`src/rtl/prio_arbiter_enc_pkg.sv`:
```
// Shared types and constants for the registered priority arbiter/encoder.
// The FSM state encoding and the priority-mode selector values live here.
package prio_arbiter_enc_pkg;

    typedef enum logic [0:0] {
        ST_IDLE = 1'b0,
        ST_HOLD = 1'b1
    } state_t;

    localparam logic MODE_FIXED = 1'b0;
    localparam logic MODE_RR    = 1'b1;

endpackage

```
`src/rtl/prio_find_msb.sv`:
```
// Combinational search for the highest set bit of a vector.
// Reports that bit's index and whether any bit is set.
module prio_find_msb #(
    parameter int N = 4,
    parameter int W = $clog2(N)
) (
    input  logic [N-1:0] vec,
    output logic [W-1:0] idx,
    output logic         any
);

    // The scan runs upward, so the last set bit it meets is the highest.
    always_comb begin
        idx = '0;
        any = 1'b0;
        for (int i = 0; i < N; i++) begin
            if (vec[i]) begin
                idx = W'(i);
                any = 1'b1;
            end
        end
    end

endmodule

```
`src/rtl/prio_arbiter_enc.sv`:
```
// Registered N-input arbiter with fixed or round-robin priority. A grant is
// held until the consumer handshakes, and back-to-back grants are supported.
module prio_arbiter_enc
    import prio_arbiter_enc_pkg::*;
#(
    parameter int N = 4,
    parameter int W = $clog2(N)
) (
    input  logic         clk,
    input  logic         rst,
    input  logic [N-1:0] req,
    input  logic         mode,
    input  logic         out_ready,
    output logic         out_valid,
    output logic [W-1:0] out_idx,
    output logic [N-1:0] out_onehot
);

    localparam logic [W:0]   N_EXT   = (W+1)'(N);
    localparam logic [W:0]   NM1_EXT = (W+1)'(N-1);
    localparam logic [N-1:0] ONE_N   = N'(1);

    state_t         state_reg, state_next;
    logic [W-1:0]   rr_ptr_reg, rr_ptr_next;
    logic           out_valid_reg, out_valid_next;
    logic [W-1:0]   out_idx_reg, out_idx_next;
    logic [N-1:0]   out_onehot_reg, out_onehot_next;

    logic           handshake;
    logic [W-1:0]   ptr_inc;
    logic [W-1:0]   ptr_eff;
    logic [2*N-1:0] req_dbl;
    logic [N-1:0]   req_rot;
    logic [N-1:0]   req_rev;
    logic [W-1:0]   fix_idx, rr_m, rr_idx;
    logic           fix_any, rr_any;
    logic [W:0]     rr_sum;
    logic [W-1:0]   win_idx;
    logic           win_any;

    assign handshake = (state_reg == ST_HOLD) && out_ready;
    assign ptr_inc   = (out_idx_reg == W'(N-1)) ? '0 : out_idx_reg + 1'b1;
    // A back-to-back load must search from the pointer this same handshake installs.
    assign ptr_eff   = handshake ? ptr_inc : rr_ptr_reg;

    prio_find_msb #(.N(N), .W(W)) u_find_fixed (
        .vec (req),
        .idx (fix_idx),
        .any (fix_any)
    );

    // Rotating right by the pointer puts rr_ptr at bit 0; reversing then turns
    // "lowest rotated bit" into "highest bit" so the same finder can be reused.
    assign req_dbl = {req, req};
    assign req_rot = N'(req_dbl >> ptr_eff);

    genvar gi;
    generate
        for (gi = 0; gi < N; gi++) begin : g_rev
            assign req_rev[gi] = req_rot[N-1-gi];
        end
    endgenerate

    prio_find_msb #(.N(N), .W(W)) u_find_rr (
        .vec (req_rev),
        .idx (rr_m),
        .any (rr_any)
    );

    // Undo the reversal and rotation: original = (N-1-m + ptr) mod N, sum < 2N.
    always_comb begin
        rr_sum = NM1_EXT - {1'b0, rr_m} + {1'b0, ptr_eff};
        if (rr_sum >= N_EXT) begin
            rr_sum = rr_sum - N_EXT;
        end
        rr_idx = rr_sum[W-1:0];
    end

    assign win_idx = (mode == MODE_RR) ? rr_idx : fix_idx;
    assign win_any = (mode == MODE_RR) ? rr_any : fix_any;

    always_comb begin
        state_next      = state_reg;
        rr_ptr_next     = rr_ptr_reg;
        out_valid_next  = out_valid_reg;
        out_idx_next    = out_idx_reg;
        out_onehot_next = out_onehot_reg;

        if (state_reg == ST_HOLD && out_ready) begin
            rr_ptr_next     = ptr_inc;
            out_valid_next  = 1'b0;
            out_onehot_next = '0;
            state_next      = ST_IDLE;
        end

        if (state_reg == ST_IDLE || handshake) begin
            if (win_any) begin
                out_idx_next    = win_idx;
                out_onehot_next = ONE_N << win_idx;
                out_valid_next  = 1'b1;
                state_next      = ST_HOLD;
            end
        end
    end

    always_ff @(posedge clk or posedge rst) begin
        if (rst) begin
            state_reg      <= ST_IDLE;
            rr_ptr_reg     <= '0;
            out_valid_reg  <= 1'b0;
            out_idx_reg    <= '0;
            out_onehot_reg <= '0;
        end else begin
            state_reg      <= state_next;
            rr_ptr_reg     <= rr_ptr_next;
            out_valid_reg  <= out_valid_next;
            out_idx_reg    <= out_idx_next;
            out_onehot_reg <= out_onehot_next;
        end
    end

    assign out_valid  = out_valid_reg;
    assign out_idx    = out_idx_reg;
    assign out_onehot = out_onehot_reg;

endmodule

```
`config.mk`:
```
export PLATFORM = sky130hd
export DESIGN_NAME = prio_arbiter_enc
export DESIGN_NICKNAME = d
export VERILOG_FILES = /design/src/rtl/prio_arbiter_enc_pkg.sv /design/src/rtl/prio_find_msb.sv /design/src/rtl/prio_arbiter_enc.sv
export SDC_FILE = /design/constraint.sdc
export NUM_CORES = 1
export LEC_CHECK = 0
export CORE_MARGIN = 2
export CORE_UTILIZATION = 35
export CTS_BUF_LIST = sky130_fd_sc_hd__clkbuf_4 sky130_fd_sc_hd__clkbuf_8
export CTS_CLUSTER_DIAMETER = 50
export DETAILED_ROUTE_END_ITERATION = 10
export HOLD_SLACK_MARGIN = 0.08
export REMOVE_ABC_BUFFERS = 1
export SYNTH_ARGS = -nofsm -noshare
export SYNTH_HDL_FRONTEND = slang
export SYNTH_HIERARCHICAL = 1
export SYNTH_SLANG_ARGS = --single-unit
```
`constraint.sdc`:
```
create_clock -name clk -period 3.1 [get_ports clk]
set_input_delay 0.62 -clock clk [delete_from_list [all_inputs] [get_ports clk]]
set_output_delay 0.62 -clock clk [all_outputs]
set_load 0.03 [all_outputs]
```
==> impl_metrics.env <==
export IMPL_fillCellCount=168
export IMPL_dpl_hpwl_mm=1.09
export IMPL_ys_types=24
export IMPL_path_cells="ha_1, nand3_1, and2_2, inv_2, mux2i_2, mux2i_1, buf_4, a21o_1, inv_1, ha_2, xnor2_2, or2b_1, o221ai_4, a32o_2"
export IMPL_clockBufferDepth=2
export IMPL_final_layout_size_suffix_gt1_share_pct=31.1
export IMPL_finalHoldViolCount=0
export IMPL_grt_pass1_vias=510
export IMPL_die_area_um2=2220
export IMPL_rsz0062_at_grt="false"
export IMPL_drt_initial_drc_count=4
export IMPL_initial_core_util_pct=37.3
export IMPL_numClockSinks=10
export IMPL_htree_num_levels=1
export IMPL_drtPass1Iterations=2
export IMPL_power_mw=0.936
export IMPL_multi_input_area_um2=374
export IMPL_synth_area_leaders="dfrtp_1, mux2i_1, inv_1"
export IMPL_cp_start_kind="flop"
export IMPL_slew_viol_final=0
export IMPL_grt_start_max_net_pins=11
export IMPL_cts_tree="yes"
export IMPL_nNetsFinal=101
export IMPL_place_area_um2=878
export IMPL_num_rows=15
export IMPL_ioPinCount=15
export IMPL_critPathKind="reg -> reg"
export IMPL_gr_usage_all_layers_pct=14.5
export IMPL_end_kind="flop"
export IMPL_worst_pin_slew_ns=0.371
export IMPL_synth_top_family_by_area="multiplexers"
export IMPL_cts_root_buf="clkbuf_4"
export IMPL_max_stage_delay_ns=0.41
export IMPL_drtAntennaViolNets=0
export IMPL_die_h_um=47.1
export IMPL_overflow=0
export IMPL_fin_area_um2=943
export IMPL_maxCapViolCount=0
export IMPL_ys_seq_area_share_pct=38.5
export IMPL_dp_slack_ns=-0.254
export IMPL_hp_class="reg -> reg"
export IMPL_finalWirelength_mm=1.32
export IMPL_stdcell_count=115
export IMPL_required_ns=3.30
export IMPL_status="completed"
export IMPL_yosys_area_top_type="dfrtp_1"
export IMPL_place_inst=110
export IMPL_n_antenna_cell=0
export IMPL_cts_buffers=3
export IMPL_portBuffers=14
export IMPL_routed_via_density=4.62
export IMPL_drc=0
export IMPL_yosys_area_share_simple_pct=12.5
export IMPL_synth_top_cell_area_share_pct=38.5
export IMPL_slew_headroom_pct=75.3
export IMPL_layout_setup_ws_ns=0.232
export IMPL_die_w_um=47.1
export IMPL_crit_fanout=5
export IMPL_min_period_over_period_pct=92.5
export IMPL_slowest_stage="dfrtp_1"
export IMPL_cp_arrival_ns=3.07
export IMPL_synth_mux_area_share_pct=18.8
export IMPL_vias=531
export IMPL_fin_crit_ns=2.87
export IMPL_synth_fa_ha_area_share_pct=3.85
export IMPL_synthesis_area_um2=651
export IMPL_vdd_ir_drop_max_uv=559
export IMPL_coreArea_um2=1750
export IMPL_netlist_instances=63
export IMPL_syn_area_per_cell_um2=10.3
export IMPL_setup_viol=0
export IMPL_syn_to_final_growth_pct=45.0
export IMPL_p_per_area_nw_per_um2=992
export IMPL_fmax_mhz=349
export IMPL_synth_xor_area_share_pct=1.35
export IMPL_p_leak_nw=0.483
export IMPL_ys_seq_elements=10
export IMPL_clk_pin_slew_ns=0.06
export IMPL_hold_buffers=0
export IMPL_antenna_found_initial=0
export IMPL_insertion_delay_ns=0.26
export IMPL_skew_ns=0.00157
export IMPL_largest_register_ffs=4
export IMPL_ys_warn_count=6
export IMPL_grt_pass1_wl_mm=2.14
export IMPL_wl_per_cell_um=11.4
export IMPL_synth_compound_area_share_pct=18.1
export IMPL_gp_congestion=0.736
export IMPL_ff_latch_area_um2=250
[where the power goes]
group          switching, mW  leakage, nW  internal, mW
Clock                 0.0449       0.0210        0.0714
Combinational          0.291        0.342         0.317
Sequential            0.0303        0.120         0.181
Total                  0.366        0.483         0.569
[kinds of logic (layout without fill, tap and decap cells)]
| group | count (synthesis) | after routing |
|---|---|---|
| compound gates | 12 | 12 |
| xor+xnor | 1 | 1 |
| fa+ha+maj | 2 | 2 |
| buf+inv | 10 | 37 |
| flops | 10 | 10 |
| mux | 12 | 12 |
| simple gates | 16 | 16 |
[repair_timing]
action                                  CTS  global route
buffers inserted                          0             1
gates resized for setup                   0             6
endpoints found under the setup margin    0             6
[through the flow]
| step | TNS (ns) | hold WS [ns] | util, % |
|---|---|---|---|
| after floorplan | 0 | 0.460 | - |
| after global placement | -1.11 | 0.468 | 50.3 |
| after detailed placement | -1.41 | 0.477 | 50.3 |
| after CTS | 0 | 0.491 | 52.4 |
| after global routing | 0 | 0.512 | 54.1 |
| final | 0 | 0.486 | 54.1 |
[metal layers]
metal	GRT usage [%]	up-vias	routed length, um
met1	18.5	251	623
met5	0	-	0
met4	1.67	0	0
met3	6.92	0	49
met2	23.3	8	642
li1	-	272	-
[synth_stat cells, drive strengths merged]
cell     n
buf      1
and2     1
nand2    7
a21bo    1
a21oi    2
a21o     3
inv      9
nand4    1
a32o     2
or2b     1
o221ai   1
mux2     2
or3      2
nand3    1
mux2i   10
xnor2    1
ha       2
o21a     1
o21ai    2
dfrtp   10
or2      2
nor3     1
[worst paths after layout]
kind	cells past startpoint	endpoint	from	slack [ns]
worst max-delay path	14	out_onehot[3]$_DFF_PP0_	out_idx[0]$_DFFE_PP0P_	0.23
worst min-delay path	1	out_valid$_DFF_PP0_	out_valid$_DFF_PP0_	0.49
worst max register to register	14	out_onehot[3]$_DFF_PP0_	out_idx[0]$_DFFE_PP0P_	0.23
worst min register to register	1	out_valid$_DFF_PP0_	out_valid$_DFF_PP0_	0.49
max in group asynchronous	2	rr_ptr_reg[0]$_DFF_PP0_	rst	2.21
min in group asynchronous	2	out_idx[0]$_DFFE_PP0P_	rst	0.62
[placed cells by master, fill, tap and decap left out]
cell	n
a21bo_1	1
a21o_1	2
a21o_2	1
a21oi_2	2
a32o_2	2
and2_2	1
buf_4	10
clkbuf_4	3
clkbuf_8	1
clkdlybuf4s50_1	13
dfrtp_1	10
dlymetal6s2s_1	1
ha_1	1
ha_2	1
inv_1	8
inv_2	1
mux2_2	2
mux2i_1	8
mux2i_2	2
nand2_1	7
nand3_1	1
nand4_1	1
nor3_1	1
o21a_1	1
o21ai_1	2
o221ai_4	1
or2_1	2
or2b_1	1
or3_1	2
xnor2_2	1
[final cells by class]
cell class | count | area share [%]
multi-input combinational | 43 | 39.7
clock buffer | 4 | 3.85
sequential | 10 | 26.5
timing repair buffer | 24 | 23.1
inverter | 9 | 3.58
tap | 25 | 3.32
[critical path, delay by kind of cell, from the launching register on]
| kind | cells | cell delay, ns |
|---|---|---|
| mux | 2 | 0.37 |
| fa+ha+maj | 2 | 0.49 |
| compound gates | 3 | 0.59 |
| flops | 1 | 0.41 |
| buf+inv | 3 | 0.29 |
| xor+xnor | 1 | 0.07 |
| simple gates | 3 | 0.57 |
Note: power is estimated with default switching activity, not from simulation.
